===== src/rtl/quad_position_counter.sv =====
// Turns decoder cw/ccw pulses into a bounded position with detent divider, acceleration and clamp/wrap.
// Latency: 1 cycle from a qualifying pulse or load to pos/changed. No backpressure; a pulse is taken every cycle en is high.
module quad_position_counter #(
    parameter int WIDTH           = 8,
    parameter int MIN_VAL         = 0,
    parameter int MAX_VAL         = 255,
    parameter int PULSES_PER_STEP = 1,
    parameter int FAST_WINDOW     = 0,
    parameter int FAST_STEP       = 4,
    parameter int WRAP            = 0
) (
    input  logic             clk,
    input  logic             rst,
    input  logic             cw_in,
    input  logic             ccw_in,
    input  logic             en,
    input  logic             load,
    input  logic [WIDTH-1:0] load_val,
    output logic [WIDTH-1:0] pos,
    output logic             changed,
    output logic             dir,
    output logic             at_min,
    output logic             at_max
);

    localparam int GW = (FAST_WINDOW > 1) ? $clog2(FAST_WINDOW + 1) : 1;
    localparam int PW = WIDTH + 2;

    typedef logic signed [PW-1:0] wide_t;

    localparam wide_t          MIN_W   = wide_t'(MIN_VAL);
    localparam wide_t          MAX_W   = wide_t'(MAX_VAL);
    localparam wide_t          RANGE_W = wide_t'(MAX_VAL - MIN_VAL + 1);
    localparam wide_t          FAST_W  = wide_t'(FAST_STEP);
    localparam wide_t          ONE_W   = wide_t'(1);
    localparam logic [GW-1:0]  GAP_SAT = GW'(FAST_WINDOW);
    localparam logic signed [4:0] ACC_LIM = 5'(PULSES_PER_STEP);

    logic [WIDTH-1:0]  pos_q, pos_d;
    logic signed [4:0] acc_q, acc_d;
    logic [GW-1:0]     gap_q, gap_d;
    logic              dir_q, dir_d;
    logic              changed_q, changed_d;

    logic              pulse;
    logic signed [4:0] acc_nxt;
    logic              step_up, step_dn, fast;
    wide_t             pos_ext, lv_ext, mag, t_up, t_dn;

    always_comb begin
        pos_d     = pos_q;
        acc_d     = acc_q;
        dir_d     = dir_q;
        gap_d     = (gap_q == GAP_SAT) ? gap_q : gap_q + GW'(1);

        pulse     = en && !load && (cw_in ^ ccw_in);
        acc_nxt   = acc_q + (cw_in ? 5'sd1 : -5'sd1);
        step_up   = pulse && (acc_nxt == ACC_LIM);
        step_dn   = pulse && (acc_nxt == -ACC_LIM);

        // Acceleration only continues a run in the same direction; a reversal always moves by one.
        fast      = (FAST_WINDOW > 0) && (gap_q < GAP_SAT) && (step_up == dir_q);
        mag       = fast ? FAST_W : ONE_W;

        pos_ext   = $signed({2'b00, pos_q});
        lv_ext    = $signed({2'b00, load_val});
        t_up      = pos_ext + mag;
        t_dn      = pos_ext - mag;

        if (load) begin
            if (lv_ext < MIN_W) begin
                pos_d = WIDTH'(MIN_VAL);
            end else if (lv_ext > MAX_W) begin
                pos_d = WIDTH'(MAX_VAL);
            end else begin
                pos_d = load_val;
            end
            acc_d = '0;
            gap_d = GAP_SAT;
        end else if (pulse) begin
            acc_d = acc_nxt;
            if (step_up || step_dn) begin
                acc_d = '0;
                gap_d = '0;
                dir_d = step_up;
                if (step_up) begin
                    if (t_up > MAX_W) begin
                        pos_d = (WRAP != 0) ? WIDTH'(t_up - RANGE_W) : WIDTH'(MAX_VAL);
                    end else begin
                        pos_d = WIDTH'(t_up);
                    end
                end else begin
                    if (t_dn < MIN_W) begin
                        pos_d = (WRAP != 0) ? WIDTH'(t_dn + RANGE_W) : WIDTH'(MIN_VAL);
                    end else begin
                        pos_d = WIDTH'(t_dn);
                    end
                end
            end
        end

        changed_d = (pos_d != pos_q);
    end

    always_ff @(posedge clk) begin
        if (rst) begin
            pos_q     <= WIDTH'(MIN_VAL);
            acc_q     <= '0;
            gap_q     <= GAP_SAT;
            dir_q     <= 1'b0;
            changed_q <= 1'b0;
        end else begin
            pos_q     <= pos_d;
            acc_q     <= acc_d;
            gap_q     <= gap_d;
            dir_q     <= dir_d;
            changed_q <= changed_d;
        end
    end

    assign pos     = pos_q;
    assign changed = changed_q;
    assign dir     = dir_q;
    assign at_min  = (pos_q == WIDTH'(MIN_VAL));
    assign at_max  = (pos_q == WIDTH'(MAX_VAL));

endmodule


===== config.mk =====
export PLATFORM = sky130hd
export DESIGN_NAME = quad_position_counter
export DESIGN_NICKNAME = d
export VERILOG_FILES = /design/src/rtl/quad_position_counter.sv
export SDC_FILE = /design/constraint.sdc
export NUM_CORES = 1
export LEC_CHECK = 0
export CELL_PAD_IN_SITES_DETAIL_PLACEMENT = 2
export CELL_PAD_IN_SITES_GLOBAL_PLACEMENT = 2
export CORE_MARGIN = 2
export CORE_UTILIZATION = 31
export CTS_CLUSTER_DIAMETER = 30
export CTS_CLUSTER_SIZE = 8
export DETAILED_ROUTE_END_ITERATION = 16
export PLACE_DENSITY_LB_ADDON = 0.1
export SYNTH_ARGS = -nofsm -noshare
export SYNTH_HDL_FRONTEND = slang
export SYNTH_SLANG_ARGS = --single-unit

===== constraint.sdc =====
create_clock -name clk -period 3.2 [get_ports clk]
set_clock_uncertainty 0.05 [all_clocks]
set_input_delay 0.64 -clock clk [delete_from_list [all_inputs] [get_ports clk]]
set_output_delay 0.64 -clock clk [all_outputs]
set_load 0.02 [all_outputs]

# Yosys cells after proc, flatten, opt, wreduce, memory -nomap -nowiden
# Index checks and enable logic that the tools add are counted.
[classes]
n_addsub = 3
order_cmp = 2
eq_ne = 4
muxes = 8
bitwise = 2
n_reduce_logical = 9
[op_table]
columns = ["cell", "n"]
rows = [
  ["$mux W8", 6],
  ["$mux W5", 2],
  ["$add A8 B1 Y9 const B", 1],
  ["$gt A9 B8 Y1 const B", 1],
  ["$lt A9 B1 Y1 const B", 1],
  ["$sub A8 B1 Y9 const B", 1],
  ["$eq A8 B8 Y1 const B", 1],
  ["$logic_not A8 Y1", 1],
  ["$ne A8 B8 Y1", 1],
  ["$add A5 B5 Y5", 1],
  ["$eq A5 B1 Y1 const B", 1],
  ["$eq A5 B2 Y1 const B", 1],
  ["$logic_and A1 B1 Y1", 4],
  ["$reduce_and A3 Y1", 1],
  ["$reduce_or A2 Y1", 1],
  ["$logic_not A1 Y1", 1],
  ["$logic_or A1 B1 Y1", 1],
  ["$not A1 Y1", 1],
  ["$xor A1 B1 Y1", 1],
]
[totals]
reg_bits = 15
input_bits = 14
out_inout_bits = 12
word_cells = 32

# Depth between registers and ports, before layout
[logic_depth]
ltp_word = 9
ltp_mapped = 10

# Worst setup path after synthesis
# No wires, ideal clock.
[synth_timing]
path_kind = "input-to-reg"
startpoint = "input port cw_in"
endpoint = "register pos_q[2], in the netlist pos[2]"
setup_ns = 0.119
arrival_ns = 2.773
required_ns = 3.031
setup_slack_ns = 0.259
stages = 10
path_buffers = 1
path_cell_list = "inv_1 -> ha_1 -> a21oi_1 -> a21boi_1 -> or4b_4 -> or3_1 -> buf_6 -> a21oi_2 -> a2111oi_1 -> o221a_1"
[synth_via]
elab_chain_cells = 8
word_cells_on_any_way = 13
classes_between = "add/sub (1); eq/ne (2); mux (5); bitwise (1); reduce/logical (4)"
[synth_rtl]
columns = ["item", "line", "rtl"]
rows = [
  ["start, declared", "14", "input logic cw_in,"],
  ["$mux W5", "57", "acc_nxt = acc_q + (cw_in ? 5'sd1 : -5'sd1);"],
  ["$add A5 B5 Y5", "57", ""],
  ["$eq A5 B2 Y1 / $eq A5 B1 Y1 (equally long branches)", "58, 59", ""],
  ["$logic_and A1 B1 Y1, on equally long branches", "58, 59", ""],
  ["$mux W8 / $logic_or A1 B1 Y1 (equally long branches)", "86, 82", ""],
  ["$mux W8", "82", "if (step_up || step_dn) begin"],
  ["$mux W8 (*)", "80", "end else if (pulse) begin"],
  ["$mux W8 (*)", "70", "if (load) begin"],
  ["end signal, assigned", "107", "pos_q <= WIDTH'(MIN_VAL);"],
  ["end signal, assigned", "113", "pos_q <= pos_d;"],
  ["end, declared", "39", "logic [WIDTH-1:0] pos_q, pos_d;"],
]
# Every way passes the cells marked *; elsewhere a longest branch is shown, timed or not.
# A chain may end at the register's enable or synchronous reset.

# Final worst setup path
[layout_timing]
startpoint = "input port cw_in"
endpoint = "register pos_q[5], in the netlist pos[5]"
# The elaborated chain is that of the path after synthesis.

==> summary.md <==
| Metric | Value |
|---|---|
| Status | `completed` |
| Adder-cell share of the synthesized area | `roughly 8.4%` |
| GR Overflow Total | `0` |
| Vias per Instance | `5.68` |
| Total Power | `0.633 mW` |
| XOR/XNOR Fraction of Synth Area | `approximately a tenth` |
| Crit path top cell by count | `buf_4` |
| Worst setup startpoint | `cw_in` |
| Mean Syn Cell Area | `approximately 7.9 um2` |
| Pwr Density | `~280 mW/mm2` |
| Worst slack, placed | `-0.605 ns` |
| Antenna violations before repair | `0` |
| Synth Area in Compound Gates | `~29%` |
| Syn Inst Count | `between 200 and 250` |
| Hold-fix buffers, CTS | `0` |
| Yosys Warn Count | `0` |
| H-tree Lvls | `1` |
| Die W | `roughly 75 um` |
| Setup slack after layout | `about 0.1 ns` |
| Initial core utilization | `31.6%` |
| Clock power frac | `between 20% and 30%` |
| First-pass GRT wire length | `approximately 11000 um` |
| Die H | `75.5 um` |
| Seq/Total Area, Yosys | `a little under a fifth` |
| Fillers | `590` |
| Crit path required time | `around 3.3 ns` |
| Fin. max-slew vios | `0` |
| GR Util met1 | `about a third` |
| Leak pwr | `between 0.8 and 0.9 nW` |
| Ratio of cells with drive above 1 in the final layout | `between 20% and 30%` |
| Sw Pwr | `approximately 0.24 mW` |
| Sequential power share | `around 34%` |
| FFs w/ async S/R, synth | `0%` |
| Arr. time, crit path | `3.16 ns` |
| Crit-path cells | `dlygate4sd2_1 > buf_4 > fa_2 > xor2_1 > or4b_4 > or3_4 > buf_4 > nor3_2 > a311o_1 > a211oi_1` |
| Largest family of logic cells by synthesized area | `compound AO/OA/AOI/OAI gates` |
| Hold path start | `dir` |
| Final Cycle Share | `between 90% and 100%` |
| CP Launch Type | `input pin` |
| Most utilized layer in the global route result | `met2` |
| Routed len/inst | `roughly 22 um` |
| Maximum capacitance violations | `0` |
| RSZ-0062 raised after global routing | `no` |
| Top post-synthesis cells by area | `dfxtp_1 19%, ha_1 7.1%, xnor2_1 6.6%, nor2_1 4.3%, nor3_1 3.5%` |
| Largest net degree at the start of global routing | `14` |
| Bufs on Longest Clock Path | `2` |
| Via count | `~1.8k` |
| Largest fanout on the critical path | `4` |
| Critical Path Slowest Stage Cell | `or4b_4` |
| Core area | `around 0.0050 mm2` |
| Gr usage total | `26.7%` |
| Global-route met3 utilization | `2.65%` |
| Pint | `0.395 mW` |
| Achievable clock frequency | `roughly 320 MHz` |
| PortBufs | `25` |
| Worst slew margin | `between 60% and 70%` |
| Yosys top cell area share | `a little under a fifth` |
| Syn_nets | `about 230` |
| Ant. Diodes | `0` |
| Antenna-violating nets left | `0` |
| Row count | `26` |
| Post-synth top area cell | `dfxtp_1` |
| Worst-Margin Slew | `between 0.5 and 0.6 ns` |
| DRT Pass-1 Iters | `4` |
| Mapped cell area | `0.00158 mm2` |
| Placer congestion estimate | `0.891` |
| Root Driver | `clkbuf_8` |
| TritonCTS clock tree | `built` |
| Global Route met2 Usage | `between 50% and 60%` |
| I/O pin count | `26` |
| DRC | `0` |
| Net Sw Frac | `between 30 and 40%` |
| TritonCTS Buffers | `3` |
| Drt initial violations | `64` |
| Synth Register Bits | `15` |
| Final setup fails | `0` |
| Synth Flop Type | `dfxtp_1` |
| Clock-pin slew on the worst setup and hold paths | `0.07 ns` |
| CP Capture Type | `register` |
| Combinational Power Share | `around 40%` |
| Worst-skew pair later-pin latency | `~0.26 ns` |
| Number of global-route vias before repair | `2055` |
| Clock Sink Count | `15` |
| Worst path max stage delay | `between 0.5 and 0.6 ns` |
| Hold Violations, Final | `0` |
| Worst r2r src | `acc_q[0]` |
| EDFF count, synth | `0` |
| Setup TNS Final | `0 ns` |
| Mux cell area share after synthesis | `between 1 and 1.5%` |
| Die area | `0.00569 mm2` |
| Simple-gate portion of the synthesized area | `between 20% and 30%` |
| Peak VDD IR | `153 uV` |
| Final layout net count | `roughly 280` |
| Syn-to-layout area delta | `43.9%` |
| Worst Hold Class | `reg -> reg` |
| Path type of the worst setup path | `in -> reg` |
| Min Tclk post-route | `3.10 ns` |
| Post-synth cell types | `62` |
| Total Wirelength | `a little over 7000 um` |
| HPWL Detailed | `5440 um` |
==> cell families (layout without fill, tap and decap cells) <==
kind of cell / Yosys count / count (layout)
and+or+nand+nor: 72 / 72
AOI/OAI and AO/OA: 58 / 58
buffers and inverters: 28 / 79
xor gates and xnor gates: 16 / 16
DFF: 15 / 15
adders and majority gates: 10 / 10
muxes: 2 / 2
==> cells in the final DEF, fill, tap and decap left out, drive strengths merged, types with 3 or more instances in the layout <==
master	instances
o2111ai	3
a211oi	4
nand3	9
nor3	12
nor2	19
buf	36
clkdlybuf4s50	24
a21oi	11
ha	9
o211ai	3
or4	3
inv	14
o21ai	7
a31oi	3
a221oi	3
xnor2	12
nand2	12
a311oi	3
dfxtp	15
nand4	3
and3	5
clkbuf	3
==> worst max-delay path, delay by kind of cell <==
| kind | cells | cell delay (ns) |
|---|---|---|
| AOI/OAI and AO/OA | 2 | 0.23 |
| buffers and inverters | 3 | 0.57 |
| adders and majority gates | 1 | 0.40 |
| xor gates and xnor gates | 1 | 0.19 |
| and+or+nand+nor | 3 | 1.12 |
==> power groups by stage <==
| stage | Combinational [mW] | Sequential, mW | Clock [mW] |
|---|---|---|---|
| finish | 0.252 | 0.212 | 0.168 |
| floorplan | 0.128 | 0.215 | 0 |
| CTS | 0.249 | 0.212 | 0.170 |
| global route | 0.272 | 0.214 | 0.182 |
| global placement | 0.226 | 0.215 | 0 |
| detailed placement | 0.236 | 0.216 | 0 |
==> cells in the mapped netlist, types with 2 or more instances <==
library cell  count
a211oi_1          4
a21oi_1          10
a221oi_1          2
a311oi_1          3
a31oi_1           3
and3_1            4
clkbuf_1         11
dfxtp_1          15
ha_1              9
inv_1            14
nand2_1          12
nand3_1           9
nand4_1           3
nor2_1           18
nor3_1           11
nor4_2            2
o2111a_1          2
o2111ai_1         2
o211ai_1          3
o21ai_0           6
o311ai_1          2
or4_1             3
xnor2_1          12
xnor3_1           2
xor2_1            2
==> flip-flops by register name (all words and copies together), names as in the netlist <==
name     count
pos          8
acc_q        5
changed      1
dir          1
==> final timing paths <==
check                           endpoint  slack, ns  depth (start not counted)
worst max register to register    pos[5]       0.41                          9
worst min register to register       dir       0.47                          2
worst min-delay path                 dir       0.47                          2
worst max-delay path              pos[5]       0.10                         10
==> metrics by stage <==
step	std cells	area (um2)	utilization, %	hold slack (ns)
CTS	321	2270	45.3	0.473
floorplan	201	1580	-	0.394
global route	322	2280	45.5	0.509
detailed placement	317	2120	42.3	0.450
global placement	317	2120	42.3	0.422
finish	322	2280	45.5	0.466
==> routing by layer <==
layer / up-vias / wire length (um)
met2: 38 / 3680
met5: - / 0
met1: 922 / 3040
met3: 14 / 181
met4: 0 / 182
li1: 856 / -
==> cell type report <==
cell class                      instances  area [um2]  area share, %
Timing Repair Buffer                   61         523           23.0
Clock buffer                            3        41.3           1.81
Inverter                               14        52.6           2.31
Multi-Input combinational cell        158        1270           55.7
Tap cell                               70        87.6           3.85
Clock inverter                          1        5.00          0.220
Sequential cell                        15         300           13.2
==> repair_timing <==
item                       CTS  global route
gates resized for setup     19             1
setup endpoints to repair   10             2
pin swaps                    4             0
setup buffers                0             1
Note: power is estimated with default switching activity, not from simulation.
